<file path="src/rtl/sum_accumulator_pkg.sv">
`default_nettype none
// ============================================================================
// Module   : sum_accumulator_pkg
// Brief    : Shared datapath width and state encoding for sum_accumulator.
// Revision : 1.0 - initial release
// ============================================================================
package sum_accumulator_pkg;

    localparam int DATA_W = 8;

    localparam logic ST_ACCUM = 1'b0;
    localparam logic ST_HOLD  = 1'b1;

    typedef enum logic [0:0] {
        S_ACCUM = ST_ACCUM,
        S_HOLD  = ST_HOLD
    } state_t;

endpackage
`default_nettype wire

</file>
<file path="src/rtl/adder.sv">
`default_nettype none
// ============================================================================
// Module   : adder
// Brief    : Combinational DATA_W-bit ripple-carry adder, modulo 2**DATA_W.
// Revision : 1.0 - initial release
// ============================================================================
module adder
    import sum_accumulator_pkg::*;
(
    input  logic [DATA_W-1:0] i_a,
    input  logic [DATA_W-1:0] i_b,
    output logic [DATA_W-1:0] o_sum
);

    // Carry out of the top bit is intentionally not produced.
    logic [DATA_W-1:0] w_carry;

    assign w_carry[0] = 1'b0;

    for (genvar i = 0; i < DATA_W; i++) begin : g_bit
        assign o_sum[i] = i_a[i] ^ i_b[i] ^ w_carry[i];
        if (i < DATA_W - 1) begin : g_carry
            assign w_carry[i+1] = (i_a[i] & i_b[i]) | (w_carry[i] & (i_a[i] ^ i_b[i]));
        end
    end

endmodule
`default_nettype wire

</file>
<file path="src/rtl/sum_accumulator.sv">
`default_nettype none
// ============================================================================
// Module   : sum_accumulator
// Brief    : Multi-term packet accumulator around the ripple adder, with
//            valid/ready input and output streams.
// Revision : 1.0 - initial release
// ============================================================================
module sum_accumulator
    import sum_accumulator_pkg::*;
#(
    parameter int MAX_TERMS = 16,
    parameter int CNT_W     = 8
) (
    input  logic              clk,
    input  logic              rst,
    input  logic              in_valid,
    output logic              in_ready,
    input  logic [7:0]        in_data,
    input  logic              in_last,
    output logic              out_valid,
    input  logic              out_ready,
    output logic [7:0]        out_sum,
    output logic              out_ovf,
    output logic              out_trunc,
    output logic [CNT_W-1:0]  out_count
);

    localparam logic [CNT_W-1:0] c_max = CNT_W'(MAX_TERMS);

    state_t              r_state;
    state_t              w_state_next;
    logic [DATA_W-1:0]   r_acc;
    logic [CNT_W-1:0]    r_count;
    logic                r_ovf;
    logic                r_trunc;

    logic [DATA_W-1:0]   w_sum;
    logic [CNT_W-1:0]    w_count_inc;
    logic                w_accept;
    logic                w_end;
    logic                w_pop;

    adder u_adder (
        .i_a   (r_acc),
        .i_b   (in_data),
        .o_sum (w_sum)
    );

    assign w_count_inc = r_count + 1'b1;

    always_ff @(posedge clk or posedge rst) begin
        if (rst) begin
            r_state <= S_ACCUM;
        end else begin
            r_state <= w_state_next;
        end
    end

    always_comb begin
        w_state_next = r_state;
        w_accept     = 1'b0;
        w_end        = 1'b0;
        w_pop        = 1'b0;
        case (r_state)
            S_ACCUM: begin
                if (in_valid) begin
                    w_accept = 1'b1;
                    if (in_last || (w_count_inc == c_max)) begin
                        w_end        = 1'b1;
                        w_state_next = S_HOLD;
                    end
                end
            end
            S_HOLD: begin
                if (out_ready) begin
                    w_pop        = 1'b1;
                    w_state_next = S_ACCUM;
                end
            end
            default: w_state_next = S_ACCUM;
        endcase
    end

    // Without a carry port, a wrapped result (new < old) is the carry-out.
    always_ff @(posedge clk or posedge rst) begin
        if (rst) begin
            r_acc   <= '0;
            r_count <= '0;
            r_ovf   <= 1'b0;
            r_trunc <= 1'b0;
        end else if (w_pop) begin
            r_acc   <= '0;
            r_count <= '0;
            r_ovf   <= 1'b0;
            r_trunc <= 1'b0;
        end else if (w_accept) begin
            r_acc   <= w_sum;
            r_count <= w_count_inc;
            r_ovf   <= r_ovf | (w_sum < r_acc);
            if (w_end) begin
                r_trunc <= ~in_last;
            end
        end
    end

    // Gating with rst keeps every output low while reset is held.
    assign in_ready  = (r_state == S_ACCUM) && !rst;
    assign out_valid = (r_state == S_HOLD);
    assign out_sum   = r_acc;
    assign out_count = r_count;
    assign out_ovf   = r_ovf;
    assign out_trunc = r_trunc;

endmodule
`default_nettype wire

</file>
<file path="config.mk">
export PLATFORM = sky130hd
export DESIGN_NAME = sum_accumulator
export DESIGN_NICKNAME = d
export VERILOG_FILES = /design/src/rtl/sum_accumulator_pkg.sv /design/src/rtl/adder.sv /design/src/rtl/sum_accumulator.sv
export SDC_FILE = /design/constraint.sdc
export NUM_CORES = 1
export LEC_CHECK = 0
export CORE_ASPECT_RATIO = 1.25
export CORE_MARGIN = 2
export CORE_UTILIZATION = 30
export DETAILED_ROUTE_END_ITERATION = 8
export PLACE_DENSITY = 0.54
export SLEW_MARGIN = 20
export SYNTH_ARGS = -nofsm -noshare
export SYNTH_HDL_FRONTEND = slang
export SYNTH_SLANG_ARGS = --single-unit
</file>
<file path="constraint.sdc">
create_clock -name clk -period 4.15 [get_ports clk]
set_input_delay 0.83 -clock clk [delete_from_list [all_inputs] [get_ports clk]]
set_output_delay 0.83 -clock clk [all_outputs]
set_load 0.1 [all_outputs]
</file>
==> flow_metrics.py <==
metrics = {
    "min_path": {
        "min_to": "out_trunc$_DFFE_PP0P_",
        "worstHoldStart": "out_trunc$_DFFE_PP0P_",
        "hold_path_class": "reg2reg",
        "whs_path_depth": 2,
    },
    "sta": {
        "rsz0062_at_grt": "yes",
        "worst_pin_slew_ns": 0.976,
        "worst_hold_slack_ns": 0.506,
        "setup_viol": 0,
        "slew_headroom": 0.347,
        "slew_viol_final": 0,
        "clock_skew_ns": 0.00765,
        "fmax_mhz": 246,
        "period_needed_ns": 4.06,
        "hold_violations": 0,
        "fin_crit_sh": 0.978,
    },
    "synth": {
        "syn_nets": 155,
        "ys_types": 33,
        "ys_ff_latch": 19,
        "synth_area_mm2": 0.00122,
        "synthDominantAreaCellType": "dfrtp_1",
        "synth.area.top_cells": "dfrtp_1 39%, fa_1 9.8%, ha_1 8.2%, inv_1 6.4%, nand2_1 3.7%",
        "syn-instance-count": 128,
        "synth_top_area_share": 0.388,
        "synth_seq_area_share": 0.388,
        "avgSynthCellArea_um2": 9.57,
        "yosys_warnings": 0,
    },
    "layout": {
        "final_common_cell": "clkdlybuf4s50_1",
        "syn_to_final_growth_pct": 38.9,
        "layout_common_cells": "29 x clkdlybuf4s50_1, 17 x inv_1, 17 x dfrtp_1",
        "nets": 189,
        "drive_gt1_frac": 0.155,
        "diodes": 0,
        "fin_cells": 217,
    },
    "setup_path": {
        "crit_chain": "buf_6 > ha_4 > inv_2 > fa_2 > fa_2 > fa_2 > fa_2 > inv_2 > fa_2 > inv_2 > fa_2 > xnor2_2 > xnor2_2 > ha_1 > nor4b_4 > a211oi_2 > a21oi_1",
        "regToRegEndpoint": "out_ovf$_DFFE_PP0P_",
        "critPathSlowestCell": "fa_2",
        "crit_start": "in_data[0]",
        "crit_buf_inv": 4,
        "critPathRequiredTime_ns": 4.34,
        "r2r_slack_ns": 0.30,
        "start_kind": "input port",
        "slowest_delay_ns": 0.35,
        "rr_startpoint": "out_sum[0]$_DFFE_PP0P_",
        "cp-end-kind": "register",
        "crit_fanout": 2,
        "cp_top_family": "adder cells",
        "timing.critical_path.mode_cell": "fa_2",
        "critical_path_class": "in2reg",
        "crit_arrival_ns": 4.25,
        "rr_worst_depth": 16,
    },
    "route": {
        "drc": 0,
        "routedWlPerCell_um": 13.0,
        "drt-initial-drc-count": 5,
        "drt-total-wl_mm": 2.83,
        "firstDrtPassIters": 4,
        "ant_nets": 0,
        "via_count": 1040,
        "vias_per_cell": 4.79,
    },
    "place": {
        "place_congestion": 0.723,
        "dp_hpwl_mm": 2.11,
        "placed_cells": 212,
        "port_buffers": 32,
    },
    "cts": {
        "clk_pin_slew_ns": 0.08,
        "cts_sinks": 19,
        "cts_max_path_buffers": 2,
        "root_buffer": "clkbuf_8",
        "cts-htree-levels": 1,
        "cts_tree": "built",
        "clk_latency_ns": 0.26,
        "numCtsBuffers": 3,
        "cts_hold_buf": 0,
    },
    "floorplanning": {
        "die_h_um": 75.4,
        "coreArea_mm2": 0.00400,
        "start_util": 0.306,
        "ios": 33,
        "rows": 26,
        "die_w_um": 61.2,
        "die_area_mm2": 0.00461,
    },
    "status": {
        "outcome": "completed",
    },
    "power_and_ir_drop": {
        "leakage_nw": 0.729,
        "power-per-cell-area_mw_per_mm2": 842,
        "ir_drop_mv": 0.409,
    },
    "grt": {
        "first_global_vias": 1061,
        "grt_antenna_before_repair": 0,
        "overflow": 0,
        "grt_pass1_wl_mm": 4.67,
        "grt_usage": 0.138,
        "grt_max_degree": 20,
    },
    "flow_run": {
        "maxCapViolCount": 0,
    },
}
report_power, final:
group,switching (mW),total (mW),internal [mW],leakage [nW]
logic,0.680,0.997,0.317,0.462
clock network,0.0681,0.137,0.0685,0.0228
registers,0.0571,0.299,0.242,0.244
cells by family (layout without fill, tap and decap cells):
logic type,count (synthesis),after routing,synth area share
AOI/OAI and AO/OA,31,31,0.161
adders and majority gates,14,14,0.180
and+or+nand+nor,34,34,0.148
DFF,19,19,0.388
buffers and inverters,25,58,0.0848
xor gates and xnor gates,3,3,0.0215
muxes,2,2,0.0163
Yosys cell counts:
cell type and n:
o211ai_1 1, buf_2 2, a22o_1 3, nor2_1 2, a21oi_1 5, a31oi_1 2, xnor2_1 2, o22ai_1 6
a2bb2oi_1 1, mux2i_1 2, xor2_1 1, nand3b_1 1, dfrtp_1 19, nand3_2 1, nand4_1 2, or4_1 1
o21ai_0 8, ha_1 8, nor4b_1 1, and4b_1 1, a21boi_0 1, a41oi_1 1, o2bb2ai_1 1, clkbuf_1 1
nand2b_1 1, a211oi_1 2, fa_1 6, buf_6 1, nand3_1 4, inv_1 21, nor2b_1 5, nor3_1 3
nand2_1 12
worst reg2reg max path: stages, from the launching register on:
cell	delay (ns)
dfrtp_2	0.41
ha_4	0.14
inv_2	0.03
fa_2	0.34
fa_2	0.35
fa_2	0.35
fa_2	0.34
inv_2	0.06
fa_2	0.18
inv_2	0.04
fa_2	0.34
xnor2_2	0.21
xnor2_2	0.10
ha_1	0.33
nor4b_4	0.33
a211oi_2	0.07
a21oi_1	0.15
metal layers:
metal	GRT usage	wire length, um
met4	0.0580	35
met3	0.0187	76
met2	0.236	1500
met1	0.171	1220
met5	0	0
metrics by stage:
stage / util / worst slack [ns] / instance area, um^2 / setup TNS, ns / power, mW
3_5_place_dp: 0.401 / -0.739 / 1600 / -0.814 / 1.24
3_3_place_gp: 0.401 / -0.613 / 1600 / -0.625 / 1.22
6_report: 0.425 / 0.0893 / 1700 / 0 / 1.43
4_1_cts: 0.421 / -0.152 / 1680 / -0.152 / 1.42
2_1_floorplan: - / -0.0192 / 1240 / -0.0192 / 1.02
5_1_grt: 0.425 / -0.0821 / 1700 / -0.0821 / 1.54
timing repair:
| action | 4_1_cts | 5_1_grt |
|---|---|---|
| setup endpoints to repair | 1 | 1 |
| gates cloned | 0 | 0 |
| buffers inserted | 1 | 0 |
| gates resized for setup | 14 | 6 |
| pin swaps | 12 | 13 |
flip-flops by register name, summed over array words and instances (netlist names):
name / count
out_sum: 8
out_trunc: 1
out_valid: 1
out_count: 8
out_ovf: 1
final cells by class:
| type | instances | area [um^2] |
|---|---|---|
| fill | 410 | 2300 |
| multi-input combinational | 84 | 708 |
| sequential | 19 | 478 |
| timing repair buffer | 33 | 322 |
| inverter | 21 | 78.8 |
| tap | 56 | 70.1 |
| clock buffer | 4 | 45.0 |
how the worst max path moves through the flow:
stage                           to  slack [ns]  cells after the start
4_1_cts        out_ovf$_DFFE_PP0P_       -0.15                     17
5_1_grt        out_ovf$_DFFE_PP0P_       -0.08                     17
3_3_place_gp   out_ovf$_DFFE_PP0P_       -0.61                     17
2_1_floorplan  out_ovf$_DFFE_PP0P_       -0.02                     16
3_5_place_dp   out_ovf$_DFFE_PP0P_       -0.74                     17
6_report       out_ovf$_DFFE_PP0P_        0.09                     17
No activity file was read; power rests on OpenSTA's default activity.
